==> src/rtl/microsequencer_pkg.sv <==
// Shared definitions for the microsequencer: next-state encodings, condition bit
// indices and microword field positions so the ROM word is sliced in one place.
package microsequencer_pkg;

   typedef enum logic [2:0] {
      NS_INC  = 3'b000,
      NS_JUMP = 3'b001,
      NS_DEC  = 3'b010,
      NS_CBR  = 3'b011,
      NS_CDEC = 3'b100,
      NS_WAIT = 3'b101,
      NS_CALL = 3'b110,
      NS_RET  = 3'b111
   } ns_sel_e;

   localparam int COND_TRUE = 0;
   localparam int COND_MOC  = 1;
   localparam int COND_PASS = 2;

   // 45-bit microword layout: sequencing fields in the low bits, datapath control above
   localparam int UW_W        = 45;
   localparam int UW_NS_LSB   = 0;
   localparam int UW_NS_W     = 3;
   localparam int UW_CSEL_LSB = 3;
   localparam int UW_CSEL_W   = 3;
   localparam int UW_CINV_BIT = 6;
   localparam int UW_CR_LSB   = 7;
   localparam int UW_CR_W     = 7;
   localparam int UW_CTRL_LSB = 14;
   localparam int UW_CTRL_W   = 31;

endpackage

==> src/rtl/usq_ret_stack.sv <==
// Microroutine return-address LIFO; top-of-stack is visible combinationally so a
// RET can redirect the sequencer in the same cycle.
module usq_ret_stack #(
   parameter int DEPTH = 4,
   parameter int W     = 7
) (
   input  logic                      clk,
   input  logic                      reset,
   input  logic                      push,
   input  logic                      pop,
   input  logic [W-1:0]              push_data,
   output logic [W-1:0]              top_data,
   output logic [$clog2(DEPTH):0]    depth,
   output logic                      full,
   output logic                      empty
);
   localparam int PW = $clog2(DEPTH);
   localparam logic [PW:0]   SP_ONE  = (PW+1)'(1);
   localparam logic [PW-1:0] PTR_ONE = PW'(1);

   logic [W-1:0] stack_mem [DEPTH];
   logic [PW:0]  sp_q, sp_d;

   assign full     = (sp_q == (PW+1)'(DEPTH));
   assign empty    = (sp_q == '0);
   assign depth    = sp_q;
   assign top_data = stack_mem[sp_q[PW-1:0] - PTR_ONE];

   always_comb begin
      sp_d = sp_q;
      if (push && !full) begin
         sp_d = sp_q + SP_ONE;
      end else if (pop && !empty) begin
         sp_d = sp_q - SP_ONE;
      end
   end

   always_ff @(posedge clk) begin
      if (reset) begin
         sp_q <= '0;
      end else begin
         sp_q <= sp_d;
      end
   end

   always_ff @(posedge clk) begin
      if (push && !full && !reset) begin
         stack_mem[sp_q[PW-1:0]] <= push_data;
      end
   end

endmodule

==> src/rtl/microsequencer.sv <==
// Next-address engine: registered microstore index, branch/decode mux, return
// stack control and a bounded wait on a selected condition.
module microsequencer
   import microsequencer_pkg::*;
#(
   parameter int            AW          = 7,
   parameter int            NCOND       = 8,
   parameter int            STACK_DEPTH = 4,
   parameter int            WAIT_LIMIT  = 255,
   parameter logic [AW-1:0] RESET_ADDR  = 7'h00,
   parameter logic [AW-1:0] TRAP_ADDR   = 7'h5F
) (
   input  logic                           clk,
   input  logic                           reset,
   input  logic [2:0]                     ns_sel,
   input  logic [2:0]                     cond_sel,
   input  logic                           cond_inv,
   input  logic [AW-1:0]                  cr_addr,
   input  logic [NCOND-1:0]               cond_in,
   input  logic [AW-1:0]                  dec_addr,
   input  logic                           hold,
   output logic [AW-1:0]                  index,
   output logic [$clog2(STACK_DEPTH):0]   stk_depth,
   output logic                           stk_err,
   output logic                           wait_to
);
   localparam int            CW       = $clog2(WAIT_LIMIT + 1);
   localparam logic [CW-1:0] CNT_LAST = CW'(WAIT_LIMIT - 1);
   localparam logic [CW-1:0] CNT_ONE  = CW'(1);
   localparam logic [AW-1:0] IDX_ONE  = AW'(1);

   logic [AW-1:0] index_q, index_d;
   logic [CW-1:0] cnt_q, cnt_d;
   logic          stk_err_q, stk_err_d;
   logic          wait_to_q, wait_to_d;
   logic          push, pop, stk_full, stk_empty;
   logic [AW-1:0] stk_top;
   logic [AW-1:0] inc;
   logic          c;

   assign inc = index_q + IDX_ONE;
   assign c   = cond_in[cond_sel] ^ cond_inv;

   always_comb begin
      index_d   = index_q;
      cnt_d     = '0;
      stk_err_d = stk_err_q;
      wait_to_d = 1'b0;
      push      = 1'b0;
      pop       = 1'b0;
      if (hold) begin
         cnt_d = cnt_q;
      end else begin
         case (ns_sel_e'(ns_sel))
            NS_INC:  index_d = inc;
            NS_JUMP: index_d = cr_addr;
            NS_DEC:  index_d = dec_addr;
            NS_CBR:  index_d = c ? cr_addr : inc;
            NS_CDEC: index_d = c ? cr_addr : dec_addr;
            NS_WAIT: begin
               if (c) begin
                  index_d = inc;
               end else if (cnt_q == CNT_LAST) begin
                  // Timeout leaves the return stack untouched
                  index_d   = TRAP_ADDR;
                  wait_to_d = 1'b1;
               end else begin
                  cnt_d = cnt_q + CNT_ONE;
               end
            end
            NS_CALL: begin
               index_d = cr_addr;
               if (stk_full) stk_err_d = 1'b1;
               else          push      = 1'b1;
            end
            NS_RET: begin
               if (stk_empty) begin
                  index_d   = RESET_ADDR;
                  stk_err_d = 1'b1;
               end else begin
                  index_d = stk_top;
                  pop     = 1'b1;
               end
            end
            default: index_d = inc;
         endcase
      end
   end

   always_ff @(posedge clk) begin
      if (reset) begin
         index_q   <= RESET_ADDR;
         cnt_q     <= '0;
         stk_err_q <= 1'b0;
         wait_to_q <= 1'b0;
      end else begin
         index_q   <= index_d;
         cnt_q     <= cnt_d;
         stk_err_q <= stk_err_d;
         wait_to_q <= wait_to_d;
      end
   end

   usq_ret_stack #(
      .DEPTH (STACK_DEPTH),
      .W     (AW)
   ) u_ret_stack (
      .clk       (clk),
      .reset     (reset),
      .push      (push),
      .pop       (pop),
      .push_data (inc),
      .top_data  (stk_top),
      .depth     (stk_depth),
      .full      (stk_full),
      .empty     (stk_empty)
   );

   assign index   = index_q;
   assign stk_err = stk_err_q;
   assign wait_to = wait_to_q;

endmodule

==> config.mk <==
export PLATFORM = sky130hd
export DESIGN_NAME = microsequencer
export DESIGN_NICKNAME = d
export VERILOG_FILES = /design/src/rtl/microsequencer_pkg.sv /design/src/rtl/usq_ret_stack.sv /design/src/rtl/microsequencer.sv
export SDC_FILE = /design/constraint.sdc
export NUM_CORES = 1
export LEC_CHECK = 0
export ABC_AREA = 1
export BUFFER_PORTS_ARGS = -buffer_cell sky130_fd_sc_hd__buf_2
export CAP_MARGIN = 10
export CORE_MARGIN = 2
export CORE_UTILIZATION = 60
export CTS_CLUSTER_DIAMETER = 60
export DETAILED_ROUTE_END_ITERATION = 8
export HOLD_SLACK_MARGIN = 0.06
export PLACE_DENSITY_LB_ADDON = 0.1
export REMOVE_ABC_BUFFERS = 1
export SYNTH_ARGS = -nofsm -noshare
export SYNTH_HDL_FRONTEND = slang
export SYNTH_HIERARCHICAL = 1
export SYNTH_SLANG_ARGS = --single-unit
==> constraint.sdc <==
create_clock -name clk -period 8.35 [get_ports clk]
set_clock_uncertainty 0.15 [all_clocks]
set_input_delay 0 -clock clk [delete_from_list [all_inputs] [get_ports clk]]
set_output_delay 0 -clock clk [all_outputs]
set_load 0.02 [all_outputs]
==> results of run 1 <==
sequential cells by signal, indices dropped and copies added, names as in the netlist:
signal,cells
wait_to,1
u_ret_stack/stack_mem,28
cnt_q,8
u_ret_stack/depth,3
stk_err,1
index,7
cell families after synthesis:
group,Yosys count
adders and majority gates,8
xor gates and xnor gates,6
AOI/OAI and AO/OA,41
and+or+nand+nor,228
buffers and inverters,49
DFF,48
worst min-delay path: cells and delay by family:
kind,cells,cell delay (ns)
AND/OR/NAND/NOR,3,0.31
AO/OA/AOI/OAI,1,0.06
buffers and inverters,1,0.14
path summary, 6_finish.rpt:
| path | depth (start not counted) | end | from | slack (ns) |
|---|---|---|---|---|
| worst max register to register | 11 | index[5]$_SDFFE_PP0P_ | u_ret_stack/depth[0]$_SDFFE_PP0P_ | 4.52 |
| worst max-delay path | 11 | index[5]$_SDFFE_PP0P_ | u_ret_stack/depth[0]$_SDFFE_PP0P_ | 4.52 |
| worst min-delay path | 5 | stk_err$_SDFFE_PP0P_ | ns_sel[2] | 0.11 |
| worst min register to register | 2 | index[4]$_SDFFE_PP0P_ | index[4]$_SDFFE_PP0P_ | 0.33 |
cell usage in the layout (no fill, tap or decap), types with 13 or more instances in the layout:
cell type and n:
nand2_1 110, nor2_1 50, buf_2 43, inv_1 40, nand3_1 36, edfxtp_1 28, dlygate4sd3_1 24, dfxtp_1 20
o21ai_0 13
stage by stage:
step	utilization	cells	hold WS, ns	power, uW	cell area, sq um
3_5_place_dp	0.6728	472	0.09612	357.8	3157
3_3_place_gp	0.6728	472	0.08343	356.9	3157
4_1_cts	0.7413	504	0.1068	501.9	3478
2_1_floorplan	-	375	-0.08093	326.6	2874
5_1_grt	0.7413	504	0.1553	521.7	3478
6_report	0.7413	504	0.1075	502.8	3478
what timing repair did:
item	CTS	global route
hold buffers	24	0
hold endpoints to repair	20	0
buffers inserted	0	0
power by group through the flow:
stage	Clock, uW	Combinational, uW	Sequential [uW]
after floorplan	0	56.3	270
after global placement	0	90.1	267
after detailed placement	0	90.9	267
after CTS	134	106	261
after global routing	140	120	262
final	132	109	261
final cells by class:
type | instances | area [sq um] | area share
Multi-Input combinational cell | 283 | 1463 | 0.4205
Tap cell | 54 | 67.56 | 0.01942
Inverter | 44 | 170.2 | 0.04892
Timing Repair Buffer | 67 | 455.4 | 0.1309
Sequential cell | 48 | 1241 | 0.3568
Clock inverter | 1 | 5.005 | 0.001439
Clock buffer | 7 | 76.32 | 0.02194
per-layer routing:
layer  part of all wire  vias up  routed length [microns]  global-route usage
met3              0.067       15                      473             0.04390
met1               0.42     1257                     2973              0.3567
met5                  0        -                        0                   0
met4              0.022        0                      158              0.1030
met2               0.49      134                     3480              0.4653
li1                   -     1389                        -                   -
==> results.json, run 1 <==
{
  "cts_buffer_depth": 2,
  "synth_adder_area_share": 0.03696,
  "setup_violations": 0,
  "rsz0062_at_grt": "false",
  "clk_latency_ns": 0.29,
  "synthTopCellsByArea": "edfxtp_1, nand2_1, dfxtp_1",
  "antenna_found_initial": 0,
  "cap_violations": 0,
  "slowest_stage": "dfxtp_1",
  "vias_per_cell": 5.546,
  "synth.cell_area_sq_um": 2912,
  "ys_types": 38,
  "drc_errors": 0,
  "synth_simple_gate_area_frac": 0.3627,
  "wire_per_inst_microns": 14.06,
  "first_pass_iters": 7,
  "avgSynthCellArea_sq_um": 7.662,
  "crit_path_max_incr_delay_ns": 0.75,
  "synth_top_area_cell": "edfxtp_1",
  "netlist.area_leader.share": 0.2888,
  "tns_ns": 0,
  "post-route-period-util": 0.4587,
  "core_area_sq_um": 4692,
  "root_buffer": "clkbuf_8",
  "rows": 25,
  "synth_common_cells": "nand2_1, nor2_1, inv_1, nand3_1, edfxtp_1",
  "peakVddDrop_v": 0.0001013,
  "power_leakage_uw": 0.001616,
  "ys_warn_count": 6,
  "cts_max_level": 2,
  "n_fill_cell": 375,
  "cts_num_sinks": 48,
  "grt_pass1_wl_microns": 11430,
  "wl_microns": 7085,
  "path_buf_inv": 4,
  "synth_top_family_by_area": "simple AND/OR/NAND/NOR gates",
  "ys_ff_latch": 48,
  "final_antenna_net_count": 0,
  "netSwitchingFraction": 0.2862,
  "tightest_slew_ns": 0.8132,
  "p_switching_uw": 143.9,
  "ctsResizeCount": 0,
  "nets": 489,
  "clkTransAtPathRegs_ns": 0.08,
  "grt_pass1_vias": 2525,
  "cp-end-kind": "flop",
  "die_x_microns": 73.66,
  "worstSetupPathType": "reg -> reg",
  "drive_gt1_frac": 0.1711,
  "setup_ws_ns": 4.520,
  "status": "finished clean",
  "gp_congestion": 0.9269,
  "pwr-share-comb": 0.218,
  "start_util": 0.6205,
  "die_h_microns": 73.66,
  "dieArea_sq_um": 5426,
  "cp_common_cell": "nand2_1",
  "maxSlewHeadroom": 0.4540,
  "async_flop_share": 0,
  "holdCritPathClass": "in -> reg",
  "clkPwrFrac": 0.262,
  "place.port_buffers": 43,
  "synthMuxAreaShare": 0,
  "synthXorXnorAreaFrac": 0.01805,
  "path_delay_family": "buffers and inverters",
  "hold_viol_final": 0,
  "yosysMostFrequentCell": "nand2_1",
  "place_ws_ns": 5.114,
  "path_max_fanout": 21,
  "seq_power_share": 0.520,
  "syn_to_final_growth_pct": 19.47,
  "min_period_ns": 3.830,
  "synth_flop_cell": "edfxtp_1",
  "gr-total-overflow": 0,
  "synth-edff-count": 28,
  "worstPathCellList": "inv_2, ha_1, inv_1, o21ai_0, o22ai_1, a221oi_1, dlygate4sd3_1, nand2_1, dlygate4sd3_1, nand2_1, nand2_1",
  "grt_max_degree": 22,
  "cts_tree": "done",
  "vias": 2795,
  "cp-start-kind": "flop",
  "num_io_pins": 44,
  "yosysSeqAreaShare": 0.4263,
  "synth_compound_area_frac": 0.08466,
  "hpwl_microns": 5070,
  "cts_inserted_buffers": 5,
  "antenna_cells": 0,
  "intPower_uw": 358.9,
  "first_iter_violations": 134,
  "track_usage": 0.2762,
  "drv_slew": 0,
  "p_per_area_nw_per_um2": 144.6,
  "clock.fmax_mhz": 261.1,
  "worstPathRequired_ns": 8.40,
  "synthCells": 380,
  "cp_data_arrival_time_ns": 3.88
}
Note: power is estimated with default switching activity, not from simulation.
==> run 2, diff against run 1 <==
Settings changed: CORE_UTILIZATION 60 to 52.
Clock period 8.35 ns to 3.2 ns, I/O delays scaled along.
==> results.json, run 2 (synthesis gave the netlist of run 1 again) <==
{
  "ff2ff_setup_slack_ns": 0.37,
  "hold_ws_ns": 0.1134,
  "grt_max_degree": 21,
  "clock.fmax_mhz": 353.3,
  "power_leakage_uw": 0.001644,
  "cp_common_cell": "nand2_1",
  "vias": 2687,
  "min_period_ns": 2.830,
  "grt_pass1_wl_microns": 11430,
  "rows": 27,
  "drive_gt1_frac": 0.1766,
  "worstPathRequired_ns": 3.26,
  "gp_congestion": 0.9064,
  "clkTransAtPathRegs_ns": 0.10,
  "track_usage": 0.2292,
  "intPower_uw": 1014,
  "root_buffer": "clkbuf_8",
  "slowest_stage": "dlygate4sd3_1",
  "gr-total-overflow": 0,
  "syn_to_final_growth_pct": 22.35,
  "grt_pass1_vias": 2542,
  "cp_num_cells": 14,
  "vias_per_cell": 5.118,
  "die_x_microns": 78.83,
  "cap_violations": 0,
  "worstPathCellList": "inv_1, ha_1, inv_1, o21ai_0, o22ai_1, nand2_1, nand4_1, a21oi_1, nand2_1, inv_1, nand3_1, dlygate4sd3_1, nand2_1, nand2_1",
  "path_buf_inv": 4,
  "seq_power_share": 0.484,
  "cts_inserted_buffers": 5,
  "rsz0062_at_grt": "false",
  "mostFrequentLayoutCells": "nand2_1, nor2_1, buf_2",
  "clk_latency_ns": 0.30,
  "ctsResizeCount": 0,
  "setup_ws_ns": 0.3695,
  "hold_viol_final": 0,
  "peakVddDrop_v": 0.0002281,
  "dieArea_sq_um": 6213,
  "clkPwrFrac": 0.320,
  "wl_microns": 6678,
  "post-route-period-util": 0.8845,
  "status": "finished clean",
  "nets": 492,
  "r2r-end": "index[6]$_SDFFE_PP0P_",
  "cp_data_arrival_time_ns": 2.89,
  "reg2reg_depth": 14,
  "core_area_sq_um": 5473,
  "drv_slew": 0,
  "tightest_slew_ns": 0.6993,
  "cts_num_sinks": 48,
  "pwr-share-comb": 0.196,
  "cts_max_level": 2,
  "path_max_fanout": 8,
  "holdCritPathClass": "in -> reg",
  "maxSlewHeadroom": 0.5322,
  "num_io_pins": 44,
  "tns_ns": 0,
  "cts_tree": "done",
  "place_ws_ns": 0.5744,
  "antenna_cells": 0,
  "endpoint": "index[6]$_SDFFE_PP0P_",
  "cts_buffer_depth": 2,
  "first_pass_iters": 5,
  "first_iter_violations": 145,
  "p_switching_uw": 393.1,
  "path_delay_family": "buffers and inverters",
  "layout_commonest_cell": "nand2_1",
  "p_per_area_nw_per_um2": 394.9,
  "rr_startpoint": "u_ret_stack/depth[1]$_SDFFE_PP0P_",
  "netSwitchingFraction": 0.2794,
  "final_antenna_net_count": 0,
  "worstSetupPathType": "reg -> reg",
  "startpoint": "u_ret_stack/depth[1]$_SDFFE_PP0P_",
  "cp-start-kind": "flop",
  "wire_per_inst_microns": 12.72,
  "setup_violations": 0,
  "largest_reg_flops": 28,
  "start_util": 0.5320,
  "drc_errors": 0,
  "place.port_buffers": 43,
  "hpwl_microns": 4884,
  "crit_path_max_incr_delay_ns": 0.56,
  "antenna_found_initial": 0,
  "cp-end-kind": "flop",
  "die_h_microns": 78.83
}
-- run 2: metal layers --
layer	GRT usage	up-vias	share of wire
met4	0.06207	0	0.013
met1	0.3120	1185	0.46
met2	0.3778	95	0.48
li1	-	1394	-
met3	0.04205	13	0.047
met5	0	-	0
-- run 2: worst reg2reg max path, delay by kind of cell, from the launching register on --
kind	cells	cell delay (ns)
compound gates	3	0.35
fa+ha+maj	1	0.45
buf+inv	4	0.92
flops	1	0.45
simple gates	6	0.41
-- run 2: worst min path at each step --
stage	from	end	slack, ns	cells past startpoint
after floorplan	reset	cnt_q[1]$_SDFFE_PP0N_	-0.08	1
after global placement	reset	cnt_q[1]$_SDFFE_PP0N_	0.08	2
after detailed placement	reset	stk_err$_SDFFE_PP0P_	0.09	2
after CTS	ns_sel[0]	index[0]$_SDFFE_PP0P_	0.1	6
after global routing	ns_sel[0]	index[0]$_SDFFE_PP0P_	0.14	6
final	ns_sel[0]	index[3]$_SDFFE_PP0P_	0.11	6
-- run 2: timing repair --
item,4_1_cts,5_1_grt
setup buffers,0,0
hold endpoints to repair,20,0
hold buffers,26,0
-- run 2: cell type report --
| cell class | instances | area, sq um |
|---|---|---|
| clock buffers | 5 | 68.82 |
| clock inverters | 3 | 46.29 |
| fillers | 483 | 1911 |
| inverters | 44 | 170.2 |
| multi-input cells | 283 | 1463 |
| flip-flops and latches | 48 | 1241 |
| well taps | 72 | 90.09 |
| repair buffers | 70 | 483.0 |
-- run 2: stage by stage --
step                area [sq um]  instances  total power, uW    util
floorplan                   2874        375            852.2       -
finish                      3562        525             1407  0.6509
global route                3562        525             1473  0.6509
detailed placement          3187        491            931.4  0.5823
CTS                         3562        525             1408  0.6509
global placement            3187        491            928.0  0.5823
-- run 2: power by group through the flow --
stage	combinational [uW]	clock [uW]	sequential, uW
2_1_floorplan	147	0	705
3_3_place_gp	234	0	694
3_5_place_dp	237	0	694
4_1_cts	272	456	680
5_1_grt	306	484	683
6_report	276	451	680
